`config.mk`:
```
export PLATFORM = sky130hd
export DESIGN_NAME = pipelined_control_unit
export DESIGN_NICKNAME = d
export VERILOG_FILES = /design/src/rtl/pipelined_control_unit.sv
export SDC_FILE = /design/constraint.sdc
export NUM_CORES = 1
export LEC_CHECK = 0
export ABC_AREA = 1
export CORE_MARGIN = 5
export CORE_UTILIZATION = 50
export DETAILED_ROUTE_END_ITERATION = 8
export PLACE_DENSITY = 0.89
export SLEW_MARGIN = 10
export SYNTH_ARGS = -nofsm -noshare
export SYNTH_HDL_FRONTEND = slang
export SYNTH_SLANG_ARGS = --single-unit
```
`constraint.sdc`:
```
create_clock -name clk -period 2.9 [get_ports clk]
set_input_delay 0.58 -clock clk [delete_from_list [all_inputs] [get_ports clk]]
set_output_delay 0.58 -clock clk [all_outputs]
set_load 0.05 [all_outputs]
```
`src/rtl/pipelined_control_unit.sv`:
```
// RV32I(+M) decode stage with ID/EX register, illegal-instruction detection
// and a mul/div busy sequencer that back-pressures fetch for MD_LAT cycles.
module pipelined_control_unit #(
  parameter bit M_EXT      = 1'b1,
  parameter int MD_LAT     = 4,
  parameter int ALU_CTRL_W = 5
) (
  input  logic                  clk,
  input  logic                  rst,
  input  logic                  instr_valid,
  input  logic [6:0]            opcode,
  input  logic [2:0]            fun3,
  input  logic [6:0]            fun7,
  input  logic                  stall,
  input  logic                  flush,
  output logic                  in_ready,
  output logic                  ex_valid,
  output logic                  reg_write,
  output logic [2:0]            imm_sel,
  output logic                  operand_a,
  output logic                  operand_b,
  output logic [1:0]            mem_to_reg,
  output logic                  load,
  output logic                  store,
  output logic                  branch,
  output logic                  jalr_out,
  output logic                  mem_en,
  output logic                  next_sel,
  output logic [ALU_CTRL_W-1:0] alu_control,
  output logic                  illegal,
  output logic                  md_start
);
  localparam int CNT_W = (MD_LAT > 1) ? $clog2(MD_LAT) : 1;

  localparam logic [6:0] OP_R = 7'b0110011, OP_I = 7'b0010011, OP_LD = 7'b0000011,
                         OP_ST = 7'b0100011, OP_BR = 7'b1100011, OP_JAL = 7'b1101111,
                         OP_JALR = 7'b1100111, OP_LUI = 7'b0110111, OP_AUIPC = 7'b0010111;
  localparam logic [6:0] F7_BASE = 7'b0000000, F7_ALT = 7'b0100000, F7_MD = 7'b0000001;

  localparam logic [4:0] ALU_ADD = 5'd0, ALU_SUB = 5'd1, ALU_SLL = 5'd2, ALU_SLT = 5'd3,
                         ALU_SLTU = 5'd4, ALU_XOR = 5'd5, ALU_SRL = 5'd6, ALU_SRA = 5'd7,
                         ALU_OR = 5'd8, ALU_AND = 5'd9, ALU_PASSB = 5'd10;

  typedef enum logic {IDLE, MD_WAIT} state_t;

  typedef struct packed {
    logic       reg_write;
    logic [2:0] imm_sel;
    logic       operand_a;
    logic       operand_b;
    logic [1:0] mem_to_reg;
    logic       load;
    logic       store;
    logic       branch;
    logic       jalr_out;
    logic       next_sel;
    logic [4:0] alu;
    logic       illegal;
    logic       is_md;
  } ctrl_t;

  state_t           state, state_n;
  logic [CNT_W-1:0] cnt, cnt_n;
  ctrl_t            dec;
  logic             legal;
  logic             accept;

  // base ALU op for the fun3 field (fun7 variants handled by the caller)
  function automatic logic [4:0] alu_base(input logic [2:0] f3);
    case (f3)
      3'b000:  return ALU_ADD;
      3'b001:  return ALU_SLL;
      3'b010:  return ALU_SLT;
      3'b011:  return ALU_SLTU;
      3'b100:  return ALU_XOR;
      3'b101:  return ALU_SRL;
      3'b110:  return ALU_OR;
      default: return ALU_AND;
    endcase
  endfunction

  assign in_ready = (state == IDLE) && !stall;
  assign accept   = instr_valid && in_ready;

  // combinational decode; an illegal encoding collapses to a bare illegal flag
  always_comb begin
    dec   = '0;
    legal = 1'b1;
    case (opcode)
      OP_R: begin
        dec.reg_write = 1'b1;
        if (fun7 == F7_BASE)
          dec.alu = alu_base(fun3);
        else if (fun7 == F7_ALT && fun3 == 3'b000)
          dec.alu = ALU_SUB;
        else if (fun7 == F7_ALT && fun3 == 3'b101)
          dec.alu = ALU_SRA;
        else if (fun7 == F7_MD && M_EXT) begin
          dec.alu   = {2'b10, fun3};
          dec.is_md = 1'b1;
        end else
          legal = 1'b0;
      end
      OP_I: begin
        // fun7 is immediate bits except on shifts, where it selects SRAI
        dec.reg_write = 1'b1;
        dec.operand_b = 1'b1;
        dec.alu       = alu_base(fun3);
        if (fun3 == 3'b001 && fun7 != F7_BASE) legal = 1'b0;
        if (fun3 == 3'b101) begin
          if (fun7 == F7_ALT) dec.alu = ALU_SRA;
          else if (fun7 != F7_BASE) legal = 1'b0;
        end
      end
      OP_LD: begin
        dec.reg_write  = 1'b1;
        dec.operand_b  = 1'b1;
        dec.mem_to_reg = 2'b01;
        dec.load       = 1'b1;
      end
      OP_ST: begin
        dec.imm_sel   = 3'b001;
        dec.operand_b = 1'b1;
        dec.store     = 1'b1;
      end
      OP_BR: begin
        dec.imm_sel   = 3'b010;
        dec.operand_a = 1'b1;
        dec.operand_b = 1'b1;
        dec.branch    = 1'b1;
        dec.alu       = ALU_SUB;
      end
      OP_JAL: begin
        dec.reg_write  = 1'b1;
        dec.imm_sel    = 3'b100;
        dec.operand_a  = 1'b1;
        dec.operand_b  = 1'b1;
        dec.mem_to_reg = 2'b10;
        dec.next_sel   = 1'b1;
      end
      OP_JALR: begin
        dec.reg_write  = 1'b1;
        dec.operand_b  = 1'b1;
        dec.mem_to_reg = 2'b10;
        dec.jalr_out   = 1'b1;
      end
      OP_LUI: begin
        dec.reg_write = 1'b1;
        dec.imm_sel   = 3'b011;
        dec.operand_b = 1'b1;
        dec.alu       = ALU_PASSB;
      end
      OP_AUIPC: begin
        dec.reg_write = 1'b1;
        dec.imm_sel   = 3'b011;
        dec.operand_a = 1'b1;
        dec.operand_b = 1'b1;
      end
      default: legal = 1'b0;
    endcase
    if (!legal) begin
      dec         = '0;
      dec.illegal = 1'b1;
    end
  end

  // mul/div sequencer state register
  always_ff @(posedge clk or negedge rst) begin
    if (!rst) begin
      state <= IDLE;
      cnt   <= '0;
    end else begin
      state <= state_n;
      cnt   <= cnt_n;
    end
  end

  // busy countdown runs regardless of stall; flush aborts it
  always_comb begin
    state_n = state;
    cnt_n   = cnt;
    if (flush) begin
      state_n = IDLE;
      cnt_n   = '0;
    end else begin
      case (state)
        IDLE: if (accept && dec.is_md) begin
          state_n = MD_WAIT;
          cnt_n   = CNT_W'(MD_LAT - 1);
        end
        MD_WAIT: if (cnt == '0) state_n = IDLE;
                 else cnt_n = cnt - 1'b1;
        default: state_n = IDLE;
      endcase
    end
  end

  // ID/EX register: flush or an unstalled empty slot kills the live bits
  always_ff @(posedge clk or negedge rst) begin
    if (!rst) begin
      ex_valid    <= 1'b0;
      reg_write   <= 1'b0;
      imm_sel     <= '0;
      operand_a   <= 1'b0;
      operand_b   <= 1'b0;
      mem_to_reg  <= '0;
      load        <= 1'b0;
      store       <= 1'b0;
      branch      <= 1'b0;
      jalr_out    <= 1'b0;
      mem_en      <= 1'b0;
      next_sel    <= 1'b0;
      alu_control <= '0;
      illegal     <= 1'b0;
      md_start    <= 1'b0;
    end else if (flush || (!stall && !accept)) begin
      ex_valid  <= 1'b0;
      reg_write <= 1'b0;
      load      <= 1'b0;
      store     <= 1'b0;
      branch    <= 1'b0;
      jalr_out  <= 1'b0;
      mem_en    <= 1'b0;
      next_sel  <= 1'b0;
      illegal   <= 1'b0;
      md_start  <= 1'b0;
    end else if (stall) begin
      md_start <= 1'b0;
    end else begin
      ex_valid    <= 1'b1;
      reg_write   <= dec.reg_write;
      imm_sel     <= dec.imm_sel;
      operand_a   <= dec.operand_a;
      operand_b   <= dec.operand_b;
      mem_to_reg  <= dec.mem_to_reg;
      load        <= dec.load;
      store       <= dec.store;
      branch      <= dec.branch;
      jalr_out    <= dec.jalr_out;
      mem_en      <= dec.load | dec.store;
      next_sel    <= dec.next_sel;
      alu_control <= dec.alu[ALU_CTRL_W-1:0];
      illegal     <= dec.illegal;
      md_start    <= dec.is_md;
    end
  end
endmodule

```
## Word level (Yosys, flattened, before mapping)

Index checks and enable logic that the tools add are counted.

| storage, ports and cells | value |
|---|---|
| register bits after elaboration | 25 |
| latch bits | 0 |
| RAM bits | 0 |
| ROM bits | 0 |
| bits of input ports | 22 |
| output and inout port bits | 23 |
| word-level logic and storage cells | 124 |
| memories kept | 0 |

| operators by class | value |
|---|---|
| add/sub/neg operators | 1 |
| $mul | 0 |
| divide/modulo/power cells | 0 |
| magnitude comparators | 0 |
| equality and inequality tests | 20 |
| shift-type cells | 0 |
| multiplexer cells | 60 |
| bitwise operators | 4 |
| reductions and logical operators | 22 |

Operators with widths:

| cell | count |
|---|---|
| $mux W1 | 43 |
| $mux W5 | 6 |
| $eq A7 B6 Y1 const B | 4 |
| $pmux W4 S7 | 1 |
| $eq A7 B7 Y1 const B | 3 |
| $mux W20 | 1 |
| $pmux W5 S4 | 1 |
| $eq A7 B5 Y1 const B | 2 |
| $reduce_or A7 Y1 | 2 |
| $pmux W3 S4 | 1 |
| $eq A3 B3 Y1 const B | 3 |
| $pmux W2 S2 | 2 |
| $reduce_or A8 Y1 | 1 |
| $eq A7 B1 Y1 const B | 1 |
| $eq A7 B2 Y1 const B | 1 |
| $logic_and A1 B1 Y1 | 7 |
| $logic_not A7 Y1 | 1 |
| $reduce_bool A7 Y1 | 1 |
| $eq A3 B2 Y1 const B | 2 |
| $mux W2 | 3 |
| $reduce_and A2 Y1 | 2 |
| $reduce_or A2 Y1 | 2 |
| $eq A3 B1 Y1 const B | 1 |
| $logic_not A3 Y1 | 1 |
| other kinds (12) | 15 |

## Depth between registers and ports, before layout

Gate-level depths: netlist of the first run.

| depth | value |
|---|---|
| depth in word-level cells | 12 |
| mapped depth | 12 |
| depth with buffers taken out | 12 |

## Worst setup path after synthesis of the first run

Ideal clock, no wire load.

| timing | value |
|---|---|
| kind | input port to output port |
| start point | in stall |
| end point | out in_ready |
| arrival | 1225 ps |
| required time | 2320 ps |
| slack | 1095 ps |
| cell stages on the path | 1 |
| path buffers | 0 |
| path through | nor2_1 |

| on the way | value |
|---|---|
| word-level cells in the longest chain between the ends | 2 |

RTL lines:

| item | RTL line | RTL |
|---|---|---|
| start: declaration | 14 | `input logic stall,` |
| $logic_not A1 Y1 | 82 | `assign in_ready = (state == IDLE) && !stall;` |
| $logic_and A1 B1 Y1 | 82 |  |
| end: declaration | 16 | `output logic in_ready,` |

No other way between the ends.

## Worst setup path in the final report of the first run

| timing | value |
|---|---|
| start point | reg alu_control[1] |
| end point | out alu_control[1] |

RTL lines:

| item | RTL line | RTL |
|---|---|---|
| start: declaration | 29 | `output logic [ALU_CTRL_W-1:0] alu_control,` |
| start signal: assignment | 242 | `alu_control <= dec.alu[ALU_CTRL_W-1:0];` |

No word-level cell between the ends.

==> flow_summary.ini, run 1 <==
[finish]
top_register = alu_control
syn2layout_area_growth_pct = 33.9
diodes = 0
top_regs = alu_control x5, imm_sel x3
largest_reg_flops = 5
fillers = 243
finalCoreUtilization_pct = 70.8
fin_nets = 289
final_cell_area_um2 = 1990
drive_gt1_share_pct = 10.9

[synth]
ys_warn_count = 0
ys_types = 25
syn_area_um2 = 1480
synth-async-reset-ratio_pct = 100
ys.flop_type = dfrtp_1
yosysSeqAreaShare_pct = 42.2
syn_nets = 241
ys_ff_latch = 25
syn_inst = 218
syn_area_per_cell_um2 = 6.80
synth-edff-count = 0

[timing]
slew_headroom_pct = 60.7
clock_skew_ps = 6.02
fmax_mhz = 465
setup_viol = 0
slew_viol_final = 0
max_slew.worst_pin.slew_ps = 587
rsz0062_at_grt = false
hold_viol = 0
timing.final.crit_share_pct = 74.2
timing.setup.tns_ps = 0
period_needed_ps = 2150

[route]
drt_iter0_markers = 74
viasPerCell = 5.11
drc_errors = 0
num_vias = 1514
antenna_left = 0
wirelength_um = 3570
firstDrtPassIters = 4
wl_per_cell_um = 12.0

[clocking]
cts.clk_slew.worst_paths_ps = 140
cts_hold_buf = 0
cts_made_buffers = 3
cts_resized = 0
cts_max_level = 1
clk_path_buf_depth = 2
postCtsSetupBuffers = 0
clockRootBuffer = clkbuf_4
clock_latency_ps = 320
cts.sinks = 25
tritoncts = done

[global_route]
antenna_found_initial = 0
grt_pass1_wl_um = 6160
first_global_vias = 1463
grt_max_degree = 26
grt-ovfl-total = 0
groute.usage.overall_pct = 18.2

[setup_path]
worstSetupStartpoint = alu_control[1]
path_max_fanout = 2
endpoint_kind = output port
worstPathRequired_ps = 2320
cp_cell_sequence = clkdlybuf4s50_1
slowest_stage = clkdlybuf4s50_1
slowest_delay_ps = 830
startpoint_type = flip-flop
r2r_start = state
cp.arrival_ps = 1570
critPathKind = reg -> out
path_delay_family = buffers and inverters
cp.buffers_inverters = 1

[run_status]
status = complete, no violations

[placed_design]
portBuffers = 44
place_hpwl_um = 2880
place_congestion = 0.910
postPlaceCellArea_um2 = 1960

[floorplan]
design.core.area_um2 = 2810
die_area_um2 = 4150
pin_count = 45
initial_core_util_pct = 52.9
std_cell_rows = 19
die_h_um = 64.5
die_w_um = 64.5

[worst_hold_path]
min_path_type = reg -> reg
min_from = ex_valid

[job]
maxCapViolCount = 0

[power_and_ir_drop]
peakVddDrop_uv = 350
p_per_area_nw_per_um2 = 324
p_leak_nw = 1.06
finalPower_mw = 0.644
## routing by layer
metal | vias up | global-route usage (%) | part of all wire [%]
met5 | - | 0 | 0
met4 | 0 | 3.69 | 0.93
met3 | 7 | 3.63 | 5.6
met2 | 48 | 32.5 | 48
met1 | 691 | 22.9 | 46
li1 | 768 | - | -
## final timing paths
check,endpoint,slack (ps),depth (start not counted)
worst max-delay path,alu_control[1],750,1
worst max register to register,mem_en,1430,5
max in group asynchronous,branch,2070,2
worst min-delay path,ex_valid,490,2
worst min register to register,ex_valid,490,2
min in group asynchronous,alu_control[4],590,2
## logic make-up (layout without fill, tap and decap cells)
| group | after synthesis | after routing | synth area share (%) |
|---|---|---|---|
| flip-flops | 25 | 25 | 42.2 |
| AO/OA/AOI/OAI | 24 | 24 | 8.95 |
| buffers and inverters | 32 | 79 | 8.44 |
| adder cells (fa/ha/maj) | 1 | 1 | 0.844 |
| AND/OR/NAND/NOR | 136 | 136 | 39.6 |
## cell type report
class / instances / area [µm²] / share of cell area, %
Inverter: 29 / 109 / 5.48
Tap cell: 31 / 38.8 / 1.95
Sequential cell: 25 / 626 / 31.5
Clock buffer: 3 / 22.5 / 1.13
Clock inverter: 1 / 5.00 / 0.252
Timing Repair Buffer: 46 / 453 / 22.8
Multi-Input combinational cell: 161 / 732 / 36.9
## tightest hold or removal path, delay by kind of cell (launching register included)
family | cells | cell delay, ps
flops | 1 | 370
simple gates | 2 | 100
## synth_stat cells (3+ instances only)
cell type  instances  share of area [%]
inv_1             18                4.6
a21oi_1            5                1.7
nor2_2             6                2.5
o21ai_1            5                1.7
inv_2              9                2.3
o21ai_0           10                3.4
nand2_1           87                 22
nand3_1           14                4.7
nor3_1             3                1.0
nor2_1            20                5.1
dfrtp_1           25                 42
## cells in the final DEF, fill, tap and decap left out, types with 2 or more instances in the layout
master,n
nand2_1,87
clkdlybuf4s50_1,43
inv_1,18
nor2_2,6
a21oi_1,5
o21ai_1,5
nand2_4,2
clkbuf_4,3
nor2_1,20
o21ai_0,10
clkinv_1,2
buf_4,3
nor3_1,3
inv_2,9
dfrtp_1,25
nand3_1,14
## through the flow
| step | setup slack, ps | std cells | hold slack [ps] |
|---|---|---|---|
| 2_1_floorplan | 1100 | 218 | 284 |
| 3_3_place_gp | 821 | 292 | 464 |
| 3_5_place_dp | 802 | 292 | 465 |
| 4_1_cts | 754 | 296 | 499 |
| 5_1_grt | 708 | 296 | 529 |
| 6_report | 749 | 296 | 494 |
## report_power, final
group	switching (mW)	total (mW)	leakage, nW	internal, mW
registers	0.00393	0.360	0.344	0.356
clock network	0.107	0.158	0.0177	0.0518
logic	0.0748	0.126	0.695	0.0515
total	0.185	0.644	1.06	0.459
Power figures use the tool's default switching activity.
==> run 2: changes to the inputs <==
--- a/config.mk
+++ b/config.mk
@@ -7,9 +7,9 @@
 export LEC_CHECK = 0
 export ABC_AREA = 1
 export CORE_MARGIN = 5
-export CORE_UTILIZATION = 50
+export CORE_UTILIZATION = 46
 export DETAILED_ROUTE_END_ITERATION = 8
-export PLACE_DENSITY = 0.89
+export PLACE_DENSITY = 0.84
 export SLEW_MARGIN = 10
 export SYNTH_ARGS = -nofsm -noshare
 export SYNTH_HDL_FRONTEND = slang
==> constraint.sdc (replaced) <==
create_clock -name clk -period 2 [get_ports clk]
set_input_delay 0.4 -clock clk [delete_from_list [all_inputs] [get_ports clk]]
set_output_delay 0.4 -clock clk [all_outputs]
set_load 0.05 [all_outputs]
==> run 2 against run 1 <==
Against the previous run:
- register-to-register slack worse by 880 ps
- global-route usage down 0.30 points
- clock power up 45%
- sequential cell count unchanged
- via count down 0.53%
- routed wire length down 0.50%
- highest routed layer unchanged
- largest power group unchanged
==> flow_summary.ini, run 2 (synthesized netlist as in run 1, its figures left out) <==
[setup_path]
cp.buffers_inverters = 1
worstSetupPathDepth = 1
reg2reg_depth = 6
endpoint_kind = output port
worstPathRequired_ps = 1600
path_delay_family = buffers and inverters
slowest_delay_ps = 810
startpoint_type = flip-flop
path_max_fanout = 2
cp.arrival_ps = 1530
slowest_stage = clkdlybuf4s50_1
critPathKind = reg -> out
cp_cell_sequence = clkdlybuf4s50_1

[placed_design]
place_congestion = 0.901
place_hpwl_um = 2900
portBuffers = 44

[floorplan]
std_cell_rows = 20
die_w_um = 66.8
pin_count = 45
die_area_um2 = 4460
initial_core_util_pct = 48.2
die_h_um = 66.8
design.core.area_um2 = 3080

[power_and_ir_drop]
peakVddDrop_uv = 484
p_leak_nw = 1.10
p_per_area_nw_per_um2 = 458

[route]
wl_met2_um = 1600
firstDrtPassIters = 4
drt_iter0_markers = 75
wl_met3_um = 228
antenna_left = 0
wl_per_cell_um = 11.3
drt-met1-wl_um = 1680
num_vias = 1506
viasPerCell = 4.80
wirelength_um = 3550
drc_errors = 0
highest-signal-layer = met4

[timing]
timing.setup.tns_ps = 0
rsz0062_at_grt = false
fmax_mhz = 518
timing.final.crit_share_pct = 96.6
period_needed_ps = 1930
slew_headroom_pct = 65.9
clock_skew_ps = 9.62
hold_slack_ps = 414
hold_viol = 0
max_slew.worst_pin.slew_ps = 511
slew_viol_final = 0
setup_viol = 0

[clocking]
clk_path_buf_depth = 2
clockRootBuffer = clkbuf_4
cts_max_level = 1
cts.sinks = 25
cts_made_buffers = 3
cts.clk_slew.worst_paths_ps = 140
cts_hold_buf = 0
tritoncts = done
clock_latency_ps = 320

[global_route]
grt_pass1_wl_um = 6220
first_global_vias = 1409
grt_max_degree = 26
antenna_found_initial = 0
grt-ovfl-total = 0
groute.usage.overall_pct = 17.9

[finish]
layout_commonest_cell = nand2_1
top_regs = alu_control x5, imm_sel x3
largest_reg_flops = 5
syn2layout_area_growth_pct = 38.7
fin_nets = 294
final_cell_mix = nand2_1 (87), clkdlybuf4s50_1 (42), dfrtp_1 (25), nor2_1 (20), inv_1 (18)
diodes = 0
drive_gt1_share_pct = 12.6
top_register = alu_control

[run_status]
status = complete, no violations

[job]
maxCapViolCount = 0

[worst_hold_path]
min_path_type = in -> async
==> run 2: changes by cell type in the layout (fill, tap and decap cells not counted) <==
cell	before	now
buf_4	3	7
buf_12	0	1
clkdlybuf4s50_1	43	42
clkinv_2	1	0
clkinvlp_4	0	1
dlymetal6s2s_1	0	1
==> run 2: final timing paths <==
kind,endpoint,start,slack [ps]
setup / recovery,jalr_out,jalr_out,70
hold / removal,alu_control[4],rst,410
setup reg to reg,md_start,state,550
hold reg to reg,mem_to_reg[0],mem_to_reg[0],500
max in group asynchronous,imm_sel[1],rst,1340
min in group clk,mem_to_reg[0],mem_to_reg[0],500
==> run 2: power breakdown <==
group	switching, mW	internal (mW)	total, mW
combinational	0.109	0.0815	0.191
sequential	0.00563	0.516	0.521
clock	0.152	0.0765	0.229
total	0.267	0.674	0.941
==> run 2: final cells by class <==
class                           instances  area [µm²]
Clock buffer                            3        22.5
Clock inverter                          1        7.51
Fill cell                             288        1020
Inverter                               29         109
Multi-Input combinational cell        161         732
Sequential cell                        25         626
Tap cell                               44        55.1
Timing Repair Buffer                   51         505
==> run 2: per-stage QoR <==
step	instance area (µm²)	cells	power [mW]	setup WS (ps)	utilization, %
after floorplan	1480	218	0.624	525	-
after CTS	2050	314	0.956	25.8	66.7
after global routing	2060	314	1.00	0.162	66.8
final	2060	314	0.941	68.0	66.8
after detailed placement	2020	310	0.723	82.5	65.8
after global placement	2020	310	0.720	123	65.8
==> run 2: timing repair <==
item                                   CTS  global route
setup endpoints to repair                0             1
resized for setup                        0             1
setup buffers                            0             0
endpoints found under the hold margin    0             0
==> run 2: metal layers <==
metal	up-vias	GRT usage, %
li1	783	-
met1	670	23.4
met2	47	30.2
met3	6	3.88
met4	0	3.81
met5	-	0
==> run 3: changes to the inputs <==
--- a/config.mk
+++ b/config.mk
@@ -8,9 +8,11 @@
 export ABC_AREA = 1
 export CORE_MARGIN = 5
 export CORE_UTILIZATION = 46
+export CTS_CLUSTER_DIAMETER = 100
 export DETAILED_ROUTE_END_ITERATION = 8
 export PLACE_DENSITY = 0.84
 export SLEW_MARGIN = 10
 export SYNTH_ARGS = -nofsm -noshare
 export SYNTH_HDL_FRONTEND = slang
 export SYNTH_SLANG_ARGS = --single-unit
+export TNS_END_PERCENT = 1
==> results of run 3 <==
The final DEF is identical to that of run 2; final timing and power are the same.
